[config.mk]
export PLATFORM = sky130hd
export DESIGN_NAME = irq_ctrl
export DESIGN_NICKNAME = d
export VERILOG_FILES = /design/src/rtl/irq_ctrl.sv
export SDC_FILE = /design/constraint.sdc
export NUM_CORES = 1
export LEC_CHECK = 0
export ABC_AREA = 0
export ABC_CLOCK_PERIOD_IN_PS = 4400
export CAP_MARGIN = 20
export CELL_PAD_IN_SITES_DETAIL_PLACEMENT = 1
export CELL_PAD_IN_SITES_GLOBAL_PLACEMENT = 2
export CORE_MARGIN = 4
export CORE_UTILIZATION = 40
export DETAILED_ROUTE_END_ITERATION = 8
export DONT_BUFFER_PORTS = 1
export PLACE_DENSITY = 0.91
export REMOVE_ABC_BUFFERS = 1
export SLEW_MARGIN = 25
export SYNTH_ARGS = -nofsm -noshare
export SYNTH_HDL_FRONTEND = slang
export SYNTH_SLANG_ARGS = --single-unit
[constraint.sdc]
create_clock -name clk -period 4.4 [get_ports clk]
set_input_delay 0.22 -clock clk [delete_from_list [all_inputs] [get_ports clk]]
set_output_delay 0.22 -clock clk [all_outputs]
set_load 0.02 [all_outputs]
[src/rtl/irq_ctrl.sv]
// Interrupt controller: rising-edge capture into PENDING, fixed priority (highest index wins),
// a REQ/GAP handshake toward the core, and a small always-granted register slave.
module irq_ctrl #(
    parameter int          NUM_SRC   = 32,
    parameter logic [31:0] BASE_ADDR = 32'h0000_4000
) (
    input  logic               clk,
    input  logic               res,
    input  logic [NUM_SRC-1:0] irq_src,
    input  logic               data_req,
    output logic               data_gnt,
    output logic               data_r_valid,
    input  logic [31:0]        data_adr,
    input  logic               data_write_enable,
    input  logic [31:0]        data_write,
    output logic [31:0]        data_read,
    output logic               irq,
    output logic [4:0]         irq_id,
    input  logic               irq_ack,
    input  logic [4:0]         irq_ack_id
);

    localparam logic [31:0] SRC_MASK = 32'hFFFF_FFFF >> (32 - NUM_SRC);

    typedef enum logic [1:0] {
        IDLE = 2'd0,
        REQ  = 2'd1,
        GAP  = 2'd2
    } state_t;

    state_t             state_q;
    logic [NUM_SRC-1:0] src_q;
    logic [31:0]        enable_q, enable_d;
    logic [31:0]        pending_q, pending_d;
    logic [31:0]        rdata_q, rdata_d;
    logic               rvalid_q;
    logic               irq_q;
    logic [4:0]         irq_id_q;

    logic [31:0] src_ext, srcq_ext, edge_ev;
    logic [31:0] sw_set, w1c, ack_clr, cand;
    logic [4:0]  winner;
    logic        hit, wr;
    logic [1:0]  off;
    logic        unused_adr;

    assign unused_adr = ^data_adr[1:0];

    assign hit = (data_adr[31:4] == BASE_ADDR[31:4]);
    assign off = data_adr[3:2];
    assign wr  = data_req & data_write_enable & hit;

    always_comb begin
        src_ext                = '0;
        srcq_ext               = '0;
        src_ext[NUM_SRC-1:0]   = irq_src;
        srcq_ext[NUM_SRC-1:0]  = src_q;
        edge_ev                = src_ext & ~srcq_ext & SRC_MASK;

        sw_set  = (wr && off == 2'd2) ? (data_write & SRC_MASK) : 32'd0;
        w1c     = (wr && off == 2'd1) ? (data_write & SRC_MASK) : 32'd0;
        ack_clr = '0;
        if (irq_ack && ({27'd0, irq_ack_id} < 32'(NUM_SRC)))
            ack_clr[irq_ack_id] = 1'b1;

        // Sets are ORed in after clears so a coincident event is never lost.
        pending_d = (pending_q & ~(w1c | ack_clr)) | edge_ev | sw_set;
        enable_d  = (wr && off == 2'd0) ? (data_write & SRC_MASK) : enable_q;

        rdata_d = '0;
        if (data_req && !data_write_enable && hit) begin
            case (off)
                2'd0:    rdata_d = enable_q;
                2'd1:    rdata_d = pending_q;
                default: rdata_d = '0;
            endcase
        end

        cand   = pending_q & enable_q;
        winner = '0;
        for (int i = 0; i < 32; i++) begin
            if (cand[i])
                winner = 5'(i);
        end
    end

    always_ff @(posedge clk) begin
        // Sampled during reset too, so lines already high do not fire afterwards.
        src_q <= irq_src;
        if (res) begin
            state_q   <= IDLE;
            irq_q     <= 1'b0;
            irq_id_q  <= '0;
            rvalid_q  <= 1'b0;
            rdata_q   <= '0;
            enable_q  <= '0;
            pending_q <= '0;
        end else begin
            enable_q  <= enable_d;
            pending_q <= pending_d;
            rvalid_q  <= data_req;
            rdata_q   <= rdata_d;
            case (state_q)
                IDLE: begin
                    if (cand != 32'd0) begin
                        state_q  <= REQ;
                        irq_q    <= 1'b1;
                        irq_id_q <= winner;
                    end
                end
                REQ: begin
                    // Leave on ack, or when software withdraws the presented source.
                    if (irq_ack || !pending_q[irq_id_q] || !enable_q[irq_id_q]) begin
                        state_q <= GAP;
                        irq_q   <= 1'b0;
                    end
                end
                GAP: begin
                    state_q <= IDLE;
                    irq_q   <= 1'b0;
                end
                default: begin
                    state_q <= IDLE;
                    irq_q   <= 1'b0;
                end
            endcase
        end
    end

    assign data_gnt     = data_req;
    assign data_r_valid = rvalid_q;
    assign data_read    = rdata_q;
    assign irq          = irq_q;
    assign irq_id       = irq_id_q;

endmodule

# Word level (Yosys, flattened, before mapping)
# Index checks and enable logic that the tools add are counted.
[totals]
register_bits = 137
input_bits = 106
output_inout_bits = 40
word_cells = 92
[op_classes]
n_lt_le_gt_ge = 3
eq_ne = 6
mux = 47
bitwise = 11
reduce_logical = 17
[ops]
columns = ["op", "count"]
rows = [
  ["$mux 5", 30],
  ["$and 32x32->32", 3],
  ["$mux 32", 3],
  ["$or 32x32->32", 3],
  ["$not 32->32", 2],
  ["$pmux 32 s2", 1],
  ["$reduce_bool 32->1", 1],
  ["$eq 28x11->1 const B", 1],
  ["$lt 5x6->1 const B", 2],
  ["$bmux 1 s5", 2],
  ["$logic_and 1x1->1", 6],
  ["$mux 1", 6],
  ["$demux 1 s5", 1],
  ["$ge 5x1->1 const B", 1],
  ["$eq 2x1->1 const B", 2],
  ["$logic_not 2->1", 2],
  ["$mux 2", 2],
  ["$ne 2x2->1 const B", 2],
  ["$pmux 2 s2", 1],
  ["$reduce_and 2->1", 2],
  ["$logic_not 1->1", 3],
  ["$and 1x1->1", 2],
  ["$eq 2x2->1 const B", 1],
  ["$logic_or 1x1->1", 2],
  ["3 further kinds", 3],
]

# Longest topological paths before layout
[depth]
depth_word = 32
mapped_depth = 7
mapped_depth_nobuf = 5

# Least setup slack after synthesis
# OpenSTA, ideal clock, no wires.
[synth_timing]
path_type = "flip-flop to flip-flop"
start = "register pending_q[27]"
end = "register irq_id_q[1] (netlist: irq_id[1])"
t_arrival_ns = 1.919
t_required_ns = 4.314
setup_slack_ns = 2.395
path_stages_with_launch = 7
n_path_buf = 1
period_less_slack_ns = 2.005
path_cell_list = "dfxtp_1 > a22o_1 > or4b_4 > o41ai_4 > buf_6 > nor2_1 > a221oi_2"
[synth_between]
elab_chain_cells = 6
word_cells_on_any_way = 8
classes_between = "5 x mux; 1 x bitwise; 2 x reduce/logical"
[synth_rtl]
columns = ["item", "line_no", "source"]
rows = [
  ["start, declared", "34", "logic [31:0] pending_q, pending_d;"],
  ["start signal, assigned", "100", "pending_q <= pending_d;"],
  ["$and 32x32->32 *", "79", "cand = pending_q & enable_q;"],
  ["$mux 5 (5 in a row)", "82", "if (cand[i])"],
  ["end signal, assigned", "108", "irq_id_q <= winner;"],
  ["end, declared", "38", "logic [4:0] irq_id_q;"],
]
# Every way passes the cells marked *; elsewhere a longest branch is shown, timed or not.
# A chain may end at the register's enable or synchronous reset.

# Worst setup path after layout
# Same ends and word-level chain as after synthesis.

==> impl_metrics.json <==
{
  "status": "finished, final reports clean",
  "critPathLaunchType": "register",
  "cts_made_buffers": 17,
  "dpl_cell_area_mm2": 0.00595,
  "arrival_ns": 2.79,
  "end_kind": "register",
  "core_mm2": 0.0140,
  "initial_core_util_pct": 41.4,
  "rows": 43,
  "htree_num_levels": 4,
  "synth-edff-count": 0,
  "place_congestion": 0.847,
  "async_flop_share_pct": 0,
  "hold_violations": 0,
  "final_net_count": 783,
  "drv_cap": 0,
  "dr.pass1.iters": 5,
  "ys_ff_latch": 136,
  "drc": 0,
  "crit_type": "reg2reg",
  "ant_nets": 0,
  "rsz0062_at_grt": "no",
  "yosys_warnings": 0,
  "fin_crit_sh_pct": 55.6,
  "drt_iter0_markers": 419,
  "portBuffers": 0,
  "post_drt_wl_per_cell_um": 23.6,
  "slew_headroom_pct": 38.8,
  "seq_area_frac_synth_pct": 46.8,
  "grt_max_degree": 39,
  "synth.avg_cell_area_um2": 9.41,
  "cp.required_ns": 4.74,
  "cts_buffer_depth": 2,
  "finalSetupViolCount": 0,
  "leakage_nw": 2.62,
  "gr-total-overflow": 0,
  "fp.dieH_um": 129,
  "cts_root_buf": "clkbuf_16",
  "cts_tree": "built",
  "grt_pass1_vias": 5779,
  "slowest_delay_ns": 0.69,
  "clock_skew_ns": 0.0109,
  "n_antenna_cell": 0,
  "fp.dieArea_mm2": 0.0165,
  "wl_mm": 20.6,
  "post_cts_buffers": 0,
  "powerDensity_mw_per_mm2": 407,
  "critPathBufInv": 0,
  "ios": 146,
  "worst_hold_slack_ns": 0.00635,
  "hold_path.class": "in2reg",
  "ir_drop_mv": 0.262,
  "synth_ff_type": "dfxtp_1",
  "dp_hpwl_mm": 12.7,
  "clkLatencyLatePin_ns": 0.42,
  "cts.reportedPaths.clkPinSlew_ns": 0.06,
  "cp_cell_sequence": "a22o_1 > or4b_4 > o41ai_4 > nor2_1 > a221oi_2",
  "synth_area_mm2": 0.00582,
  "grt_pass1_wl_mm": 32.0,
  "finalInstanceArea_mm2": 0.00727,
  "crit_family": "compound AO/OA/AOI/OAI gates",
  "cts_sinks": 136,
  "tns_ns": 0,
  "antenna_found_initial": 0,
  "fin_util_pct": 51.8,
  "slowest_stage": "o41ai_4",
  "worst_pin_slew_ns": 0.917,
  "crit_path_max_fanout": 11,
  "area_growth_pct": 24.9,
  "avgViaCountPerCell": 6.10,
  "synthCells": 618,
  "die_x_um": 129,
  "vias": 5309,
  "finalMaxSlewViolations": 0,
  "synth.distinct_cells": 52,
  "fmax_mhz": 408,
  "layout-drive-gt1-share_pct": 7.10,
  "gr-usage-all-layers_pct": 24.8,
  "post-route-min-period_ns": 2.45
}
[path summary, 6_finish.rpt]
path / cells past startpoint / startpoint / slack [ns] / end
worst max-delay path: 5 / pending_q[27]$_SDFF_PP0_ / 1.95 / irq_id[1]$_SDFFE_PP0P_
worst min-delay path: 2 / data_adr[2] / 0.006 / data_read[11]$_SDFF_PP0_
worst max register to register: 5 / pending_q[27]$_SDFF_PP0_ / 1.95 / irq_id[1]$_SDFFE_PP0P_
worst min register to register: 2 / src_q[9]$_DFF_P_ / 0.55 / pending_q[9]$_SDFF_PP0_
[power breakdown]
part	switching, mW	internal (mW)	total [mW]	leakage, nW
Combinational	0.0776	0.0908	0.168	1.22
Sequential	0.0379	1.27	1.31	1.12
Clock	0.548	0.934	1.48	0.287
[registers in the layout, indices dropped and copies added (netlist names)]
name,count
data_read,32
enable_q,32
pending_q,32
src_q,32
irq_id,5
state_q,2
data_r_valid,1
[layer usage]
metal | wire (um) | part of all wire [%] | track usage, %
met1 | 8510 | 41 | 30.4
met3 | 1520 | 7.4 | 6.72
met5 | 0 | 0 | 0
met2 | 10300 | 50 | 42.7
met4 | 254 | 1.2 | 7.54
[cell usage in the layout (no fill, tap or decap), types with 9 or more instances in the layout]
cell	instances
nand2_1	51
mux2i_1	64
o211ai_1	20
a221o_1	32
clkbuf_16	17
nand3_1	30
a21oi_1	42
a22oi_1	10
dfxtp_1	136
nor2_1	103
a22o_1	9
dlygate4sd3_1	66
[synthesized netlist by cell type (2+ instances only)]
master	count	area share [%]
nor4_2	2	0.43
nand2b_1	2	0.22
dfxtp_1	136	47
nor2b_1	3	0.32
mux4_2	4	1.5
o2111a_1	3	0.58
and3b_1	2	0.30
mux2i_1	64	11
o21ai_0	8	0.69
a22o_1	9	1.4
a221o_1	32	5.5
nand3_1	30	2.6
nor3b_1	5	0.65
buf_4	4	0.52
o211ai_1	20	2.6
a22oi_1	10	1.3
nand3b_1	7	0.90
inv_1	4	0.26
a32oi_1	2	0.30
a32o_1	3	0.52
nand4b_1	2	0.30
nand2_1	51	3.3
buf_1	3	0.19
o311a_1	2	0.34
clkbuf_1	19	1.2
a31oi_1	2	0.22
o2111ai_1	3	0.45
nor2_1	103	6.6
nand4_1	2	0.22
buf_2	6	0.52
nor4_1	9	0.97
nor3_1	5	0.43
a21oi_1	42	3.6
[what timing repair did]
item / CTS / global route
gates resized for setup: 0 / 0
hold buffers: 68 / 0
hold endpoints to repair: 124 / 0
[cell type report]
type                       instances  area (um2)
sequential                       136        2720
multi-input combinational        444        2950
clock buffer                      21         470
tap                              180         225
inverter                           5        18.8
clock inverter                    11         146
timing repair buffer              73         738
fill                            1569        6780
[logic make-up after synthesis]
kind of cell,Yosys count,share of synthesized area (%)
mux,68,12.6
simple gates,230,18.3
compound gates,146,19.3
flops,136,46.8
buf+inv,38,2.97
[stage by stage]
stage	setup slack, ns	cells	power (mW)
after floorplan	0.561	585	1.39
after detailed placement	2.03	770	1.42
after CTS	1.98	870	2.97
after global routing	1.86	870	3.06
after global placement	2.08	770	1.42
final	1.95	870	2.96
[worst reg2reg max path: stages (launching register included)]
cell      delay [ns]
dfxtp_1         0.36
a22o_1          0.33
or4b_4          0.60
o41ai_4         0.69
nor2_1          0.14
a221oi_2        0.25
Note: power is estimated with default switching activity, not from simulation.
